--- src/rtl/i2c_master_pkg.sv ---
// Shared constants for the I2C master register map.
// Holds the register indices, CR1/CR2/SR1 bit positions, the version word,
// the number of control registers and the base address of the status bank.
package i2c_master_pkg;

  // Control register indices (word addresses)
  localparam int I2C_CR1_CR   = 0;
  localparam int I2C_CR2_CR   = 1;
  localparam int I2C_OAR1_CR  = 2;
  localparam int I2C_OAR2_CR  = 3;
  localparam int I2C_DR_CR    = 4;
  localparam int I2C_SR1_CR   = 5;
  localparam int I2C_SR2_CR   = 6;
  localparam int I2C_CCR_CR   = 7;
  localparam int I2C_TRISE_CR = 8;
  localparam int I2C_CR_CNT   = 9;

  // Read-only status bank starts right after the control registers
  localparam int I2C_SR_BASE  = I2C_CR_CNT;

  localparam logic [15:0] I2C_VER = 16'h0001;

  // CR1 bit positions
  localparam int I2C_CR1_PE        = 0;
  localparam int I2C_CR1_SMBUS     = 1;
  localparam int I2C_CR1_ENGC      = 6;
  localparam int I2C_CR1_NOSTRETCH = 7;
  localparam int I2C_CR1_START     = 8;
  localparam int I2C_CR1_STOP      = 9;
  localparam int I2C_CR1_ACK       = 10;
  localparam int I2C_CR1_POS       = 11;
  localparam int I2C_CR1_SWRST_EN  = 15;

  // CR2 bit positions
  localparam int I2C_CR2_FREQ_LSB  = 0;
  localparam int I2C_CR2_FREQ_W    = 6;
  localparam int I2C_CR2_ITERREN   = 8;
  localparam int I2C_CR2_ITEVTEN   = 9;
  localparam int I2C_CR2_ITBUFEN   = 10;

  // SR1 flag positions
  localparam int I2C_SR1_SB        = 0;
  localparam int I2C_SR1_ADDR      = 1;
  localparam int I2C_SR1_BTF       = 2;
  localparam int I2C_SR1_RXNE      = 6;
  localparam int I2C_SR1_TXE       = 7;
  localparam int I2C_SR1_AF        = 10;

endpackage

--- src/rtl/i2c_w1c_flags.sv ---
// Sticky event flags with write-1-to-clear.
// Ports:
//   clk_i, rst_n_i : clock, asynchronous active-low reset
//   set_i          : per-bit set pulses (win over a same-cycle clear)
//   clr_i          : per-bit clear requests
//   clr_all_i      : synchronous clear of every flag (overrides set)
//   flags_o        : current flag state
//   flags_d_o      : flag state that will be loaded on the next edge
module i2c_w1c_flags #(
  parameter int WIDTH = 16
) (
  input  logic             clk_i,
  input  logic             rst_n_i,
  input  logic [WIDTH-1:0] set_i,
  input  logic [WIDTH-1:0] clr_i,
  input  logic             clr_all_i,
  output logic [WIDTH-1:0] flags_o,
  output logic [WIDTH-1:0] flags_d_o
);

  logic [WIDTH-1:0] flags_q;
  logic [WIDTH-1:0] flags_d;

  always_comb begin
    flags_d = (flags_q & ~clr_i) | set_i;
    if (clr_all_i) flags_d = '0;
  end

  always_ff @(posedge clk_i or negedge rst_n_i) begin
    if (!rst_n_i) flags_q <= '0;
    else          flags_q <= flags_d;
  end

  assign flags_o   = flags_q;
  assign flags_d_o = flags_d;

endmodule

--- src/rtl/i2c_master_csr.sv ---
// Control/status register block for the I2C master.
// Decodes a single-cycle memory-mapped bus into the control registers,
// produces START/STOP self-clearing bits, SR1 sticky W1C flags, DR push/pop
// strobes, the software reset pulse and the interrupt request, and serves
// the read-only version/status bank.
// Ports:
//   clk_i, rst_n_i        : clock, asynchronous active-low reset
//   csr_*                 : slave bus (1-cycle read latency, no wait states)
//   cr_o                  : flattened control registers, reg i at [i*DATA_W +: DATA_W]
//   sr_i                  : engine status for status-bank registers 1..SR_CNT-1
//   sr1_set_i             : event pulses setting SR1 flags
//   sr2_i                 : live engine status, read at the SR2 address
//   tx_data_o, tx_valid_o : byte written to DR and its push strobe
//   rx_data_i, rx_pop_o   : receive byte and pop strobe on DR reads
//   swrst_o               : one-cycle software reset pulse
//   irq_o                 : interrupt request (any SR1 flag while PE set)
module i2c_master_csr
  import i2c_master_pkg::*;
#(
  parameter int                DATA_W = 16,
  parameter int                ADDR_W = 4,
  parameter int                CR_CNT = I2C_CR_CNT,
  parameter int                SR_CNT = 2,
  parameter logic [DATA_W-1:0] VER    = DATA_W'(I2C_VER)
) (
  input  logic                       clk_i,
  input  logic                       rst_n_i,
  input  logic [ADDR_W-1:0]          csr_address_i,
  input  logic                       csr_write_i,
  input  logic [DATA_W-1:0]          csr_writedata_i,
  input  logic [DATA_W/8-1:0]        csr_byteenable_i,
  input  logic                       csr_read_i,
  output logic [DATA_W-1:0]          csr_readdata_o,
  output logic                       csr_readdatavalid_o,
  output logic [CR_CNT*DATA_W-1:0]   cr_o,
  input  logic [(SR_CNT-1)*DATA_W-1:0] sr_i,
  input  logic [DATA_W-1:0]          sr1_set_i,
  input  logic [DATA_W-1:0]          sr2_i,
  output logic [7:0]                 tx_data_o,
  output logic                       tx_valid_o,
  input  logic [7:0]                 rx_data_i,
  output logic                       rx_pop_o,
  output logic                       swrst_o,
  output logic                       irq_o
);

  localparam int BE_W = DATA_W / 8;
  localparam logic [DATA_W-1:0] CR1_SELFCLR =
    (DATA_W'(1) << I2C_CR1_START) | (DATA_W'(1) << I2C_CR1_STOP);

  function automatic logic [DATA_W-1:0] lane_mask(input logic [BE_W-1:0] be);
    logic [DATA_W-1:0] m;
    m = '0;
    for (int i = 0; i < BE_W; i++) m[i*8 +: 8] = {8{be[i]}};
    return m;
  endfunction

  // DR, SR1 and SR2 have no generic storage behind them
  function automatic logic is_storage_cr(input int idx);
    return !(idx == I2C_DR_CR || idx == I2C_SR1_CR || idx == I2C_SR2_CR);
  endfunction

  // Bus decode
  logic [DATA_W-1:0] wmask;
  logic [DATA_W-1:0] wbits;
  logic              cr1_wr;
  logic              sr1_wr;
  logic              dr_wr;
  logic              dr_rd;
  logic              swrst_req;

  assign wmask     = lane_mask(csr_byteenable_i);
  assign wbits     = csr_writedata_i & wmask;
  assign cr1_wr    = csr_write_i && (csr_address_i == ADDR_W'(I2C_CR1_CR));
  assign sr1_wr    = csr_write_i && (csr_address_i == ADDR_W'(I2C_SR1_CR));
  assign dr_wr     = csr_write_i && (csr_address_i == ADDR_W'(I2C_DR_CR)) && csr_byteenable_i[0];
  assign dr_rd     = csr_read_i  && (csr_address_i == ADDR_W'(I2C_DR_CR));
  assign swrst_req = cr1_wr && wbits[I2C_CR1_SWRST_EN];

  // SR1 sticky flags
  logic [DATA_W-1:0] sr1_q;
  logic [DATA_W-1:0] sr1_d;

  i2c_w1c_flags #(
    .WIDTH (DATA_W)
  ) u_sr1 (
    .clk_i     (clk_i),
    .rst_n_i   (rst_n_i),
    .set_i     (sr1_set_i),
    .clr_i     (sr1_wr ? wbits : '0),
    .clr_all_i (swrst_req),
    .flags_o   (sr1_q),
    .flags_d_o (sr1_d)
  );

  // Generic control registers
  logic [DATA_W-1:0] cr_q [CR_CNT];
  logic [DATA_W-1:0] cr_d [CR_CNT];

  always_comb begin
    for (int i = 0; i < CR_CNT; i++) begin
      cr_d[i] = cr_q[i];
      // START/STOP live for exactly one cycle after being written
      if (i == I2C_CR1_CR) cr_d[i] = cr_d[i] & ~CR1_SELFCLR;
      if (csr_write_i && (csr_address_i == ADDR_W'(i)))
        cr_d[i] = (cr_d[i] & ~wmask) | wbits;
      if (i == I2C_CR1_CR) cr_d[i][I2C_CR1_SWRST_EN] = 1'b0;
      if (!is_storage_cr(i) || swrst_req) cr_d[i] = '0;
    end
  end

  // Outward view of the register map: SR1 comes from the flag block,
  // DR and SR2 read as zero on cr_o since they carry no stored state.
  logic [DATA_W-1:0] cr_view [CR_CNT];

  always_comb begin
    for (int i = 0; i < CR_CNT; i++)
      cr_view[i] = (i == I2C_SR1_CR) ? sr1_q : cr_q[i];
  end

  for (genvar g = 0; g < CR_CNT; g++) begin : g_cr_o
    assign cr_o[g*DATA_W +: DATA_W] = cr_view[g];
  end

  // Status bank: slot 0 is the version word, the rest come from sr_i
  logic [DATA_W-1:0] sr_bank [SR_CNT];

  assign sr_bank[0] = VER;
  for (genvar k = 1; k < SR_CNT; k++) begin : g_sr_bank
    assign sr_bank[k] = sr_i[(k-1)*DATA_W +: DATA_W];
  end

  // Read mux; unmapped addresses fall through to zero
  logic [DATA_W-1:0] rdata_d;

  always_comb begin
    rdata_d = '0;
    for (int i = 0; i < CR_CNT; i++)
      if (csr_address_i == ADDR_W'(i)) rdata_d = cr_view[i];
    if (csr_address_i == ADDR_W'(I2C_DR_CR))  rdata_d = DATA_W'(rx_data_i);
    if (csr_address_i == ADDR_W'(I2C_SR2_CR)) rdata_d = sr2_i;
    for (int k = 0; k < SR_CNT; k++)
      if (csr_address_i == ADDR_W'(CR_CNT + k)) rdata_d = sr_bank[k];
  end

  // Registered outputs
  logic [DATA_W-1:0] rdata_q;
  logic              rvalid_q;
  logic              rx_pop_q;
  logic              tx_valid_q;
  logic [7:0]        tx_data_q;
  logic              swrst_q;
  logic              irq_q;

  always_ff @(posedge clk_i or negedge rst_n_i) begin
    if (!rst_n_i) begin
      for (int i = 0; i < CR_CNT; i++) cr_q[i] <= '0;
      rdata_q    <= '0;
      rvalid_q   <= 1'b0;
      rx_pop_q   <= 1'b0;
      tx_valid_q <= 1'b0;
      tx_data_q  <= '0;
      swrst_q    <= 1'b0;
      irq_q      <= 1'b0;
    end else begin
      for (int i = 0; i < CR_CNT; i++) cr_q[i] <= cr_d[i];
      if (csr_read_i) rdata_q <= rdata_d;
      rvalid_q   <= csr_read_i;
      rx_pop_q   <= dr_rd;
      tx_valid_q <= dr_wr;
      if (dr_wr) tx_data_q <= csr_writedata_i[7:0];
      swrst_q    <= swrst_req;
      // Built from next-state values so irq_o tracks SR1/PE with no extra lag
      irq_q      <= (|sr1_d) & cr_d[I2C_CR1_CR][I2C_CR1_PE];
    end
  end

  assign csr_readdata_o      = rdata_q;
  assign csr_readdatavalid_o = rvalid_q;
  assign rx_pop_o            = rx_pop_q;
  assign tx_valid_o          = tx_valid_q;
  assign tx_data_o           = tx_data_q;
  assign swrst_o             = swrst_q;
  assign irq_o               = irq_q;

endmodule

--- config.mk ---
export PLATFORM = sky130hd
export DESIGN_NAME = i2c_master_csr
export DESIGN_NICKNAME = d
export VERILOG_FILES = /design/src/rtl/i2c_master_pkg.sv /design/src/rtl/i2c_w1c_flags.sv /design/src/rtl/i2c_master_csr.sv
export SDC_FILE = /design/constraint.sdc
export NUM_CORES = 1
export LEC_CHECK = 0
export ABC_CLOCK_PERIOD_IN_PS = 2600
export BUFFER_PORTS_ARGS = -buffer_cell sky130_fd_sc_hd__buf_2
export CORE_UTILIZATION = 50
export DETAILED_ROUTE_END_ITERATION = 16
export GPL_TIMING_DRIVEN = 0
export PLACE_DENSITY = 0.88
export SLEW_MARGIN = 20
export SYNTH_ARGS = -nofsm -noshare
export SYNTH_HDL_FRONTEND = slang
export SYNTH_SLANG_ARGS = --single-unit
export TNS_END_PERCENT = 1
--- constraint.sdc ---
create_clock -name clk_i -period 2.6 [get_ports clk_i]
set_input_delay 0.52 -clock clk_i [delete_from_list [all_inputs] [get_ports clk_i]]
set_output_delay 0.52 -clock clk_i [all_outputs]
set_load 0.03 [all_outputs]
==> results.toml <==
[setup_path]
r2r_setup_slack_ns = 0.93
cp_data_required_time_ns = 2.87
critPathMaxFanout = 10
path_class = "in -> reg"
cp-end-kind = "flop"
arrival_ns = 2.78
timing.rr.end = "irq_o"
r2r_cells = 5
start_kind = "input pin"
r2r-start = "u_sr1.flags_o[3]"

[global_routing]
grt.overflow.total = 0
gr-usage-all-layers_pct = 34.5
grt_max_degree = 81
grt_pass1_wl_um = 38200
grt_pass1_vias = 6807
grt_antenna_before_repair = 0

[logic_synthesis]
synth-edff-count = 0
synth_flop_cell = "dfrtp_1"
synth_seq_cells = 140
synth_cell_types = 59
synth.top_cell.area_share_pct = 47.8
synth_seq_area_share_pct = 47.8
ys_async_sr_fraction_pct = 100
syn_area_um2 = 7330
yosysTopAreaCell = "dfrtp_1"
synthCells = 778
synth.most_common_cell = "dfrtp_1"
synth_area_leaders = "dfrtp_1 48%, mux2i_1 8.1%, nor2_1 4.5%"
syn_avg_cell_area_um2 = 9.42
synth_top_cells_by_count = "140 x dfrtp_1, 88 x nor2_1, 82 x nand2_1, 59 x mux2i_1, 53 x o21ai_0"
yosys_warnings = 0

[drt]
drt.antenna.violating_nets = 0
dr.pass1.iters = 8
routed_wl_um = 25800
drt_first_iter_violations = 940
vias = 7352
drc = 0
avgRoutedWirePerCell_um = 20.8
routed_via_density = 5.95

[floorplanning]
die-area_um2 = 15100
row_count = 43
core_um2 = 14100
initial_core_util_pct = 52.0
chipWidth_um = 123
die_h_um = 123
pin_count = 255

[timing]
grt_setup_unrepaired = "no"
layout_min_cycle_time_ns = 2.52
slew_headroom_pct = 50.9
maxSlewViolCount = 0
tightest_slew_ns = 0.733
setup_violations = 0
report.final.hold_viol_count = 0
fin_skew_ns = 0.0141
fmax_mhz = 398
fin_setup_tns_ns = 0
setup_slack_ns = 0.0847
final.period_utilization_pct = 96.7

[clocking]
clock_latency_ns = 0.44
clk_pin_slew_ns = 0.06
cts_sinks = 140
root_buffer = "clkbuf_16"
cts_setup_buffers = 0
hold_buffers = 0
htreeDepth = 4
cts_buffers = 17
cts_tree = "built"
cts_buffer_depth = 2
cts.repair.resized = 0

[placement]
place_congestion = 0.961
io_buffer_count = 213
placed_area_um2 = 8770
place_ws_ns = -0.105
hpwl_um = 19000

[cells_and_area]
final_util_pct = 66.3
regArea_um2 = 3500
n_fill_cell = 1156
design_area_um2 = 9350
area_growth_pct = 27.7
num_antenna_cells = 0
fin_nets = 1125
layout-drive-gt1-share_pct = 30.3
multi_input_area_um2 = 3370

[outcome]
status = "finished clean"

[power_and_ir_drop]
cellPowerDensity_nw_per_um2 = 764
vdd_drop_max_v = 0.000540
leakagePower_nw = 4.70

[hold_path]
hold_path_class = "in -> async"

[job]
maxCapViolCount = 0
## through the flow
step / instances / hold WS (ns) / total power [mW]
after global placement: 1203 / 0.472 / 4.70
after detailed placement: 1204 / 0.480 / 4.75
after CTS: 1236 / 0.0388 / 7.13
after floorplan: 810 / 0.224 / 4.03
after global routing: 1236 / 0.0524 / 7.40
final: 1236 / 0.0257 / 7.14
## worst max-delay path, stage by stage
cell	delay (ns)
buf_2	0.18
buf_2	0.29
buf_2	0.35
clkbuf_1	0.46
o21ai_0	0.20
a222oi_1	0.57
a41oi_1	0.20
## power by group
group | leakage, nW | total, mW | internal (mW) | switching [mW]
combinational | 2.68 | 1.97 | 0.600 | 1.37
sequential | 1.75 | 2.78 | 2.51 | 0.275
clock | 0.270 | 2.39 | 1.42 | 0.969
total | 4.70 | 7.14 | 4.52 | 2.62
## sequential cells by signal (all words and copies together), names as in the netlist
name                 cells
tx_data_o                8
csr_readdatavalid_o      1
swrst_o                  1
rx_pop_o                 1
tx_valid_o               1
u_sr1.flags_o           16
csr_readdata_o          16
irq_o                    1
cr_o                    95
## kinds of logic (layout without fill, tap and decap cells)
logic type / after synthesis / in the layout / synth area share, %
simple gates: 258 / 258 / 16.9
other cells: 1 / 33 / 0.0512
flops: 140 / 140 / 47.8
buf+inv: 110 / 356 / 7.82
mux: 73 / 73 / 10.4
compound gates: 196 / 196 / 17.0
## per-layer routing
metal  up-vias  GRT usage (%)  share of wire, %
li1       3236              -                 -
met1      3460           46.0                39
met2       568           53.6                45
met3        88           9.13                13
met4         0           14.3               3.7
met5         -              0                 0
## worst max path at each step
stage                     startpoint            endpoint  slack (ns)  cells after the start
detailed placement  csr_address_i[1]   csr_readdata_o[9]       -0.10                      7
CTS                 csr_address_i[1]   csr_readdata_o[8]        0.32                      7
floorplan           csr_address_i[1]               irq_o        0.59                      5
finish              csr_address_i[1]   csr_readdata_o[8]        0.08                      7
global placement             rst_n_i  csr_readdata_o[13]       -0.91                      1
global route        csr_address_i[1]   csr_readdata_o[8]        0.04                      7
## cell type report
cell class                      instances  share of cell area, %
Sequential cell                       140                   37.5
Multi-Input combinational cell        560                   36.0
Timing Repair Buffer                  214                   11.8
Buffer                                 88                   5.24
Clock buffer                           19                   4.63
Tap cell                              180                   2.41
Clock inverter                         13                   1.54
Inverter                               22                  0.883
## cell usage in the layout, fill, tap and decap left out, types with 13 or more instances in the layout
master | Yosys | layout
o21ai_0 | 53 | 53
nor2_1 | 88 | 88
nand2_1 | 82 | 82
dfrtp_1 | 140 | 140
buf_2 | 16 | 228
buf_4 | 35 | 35
o221ai_1 | 13 | 13
a21oi_1 | 50 | 50
clkbuf_1 | 31 | 33
nand3_1 | 24 | 24
clkbuf_16 | 0 | 17
a31oi_1 | 26 | 26
conb_1 | 1 | 33
inv_1 | 21 | 21
mux2i_1 | 59 | 59
Power figures use the tool's default switching activity.
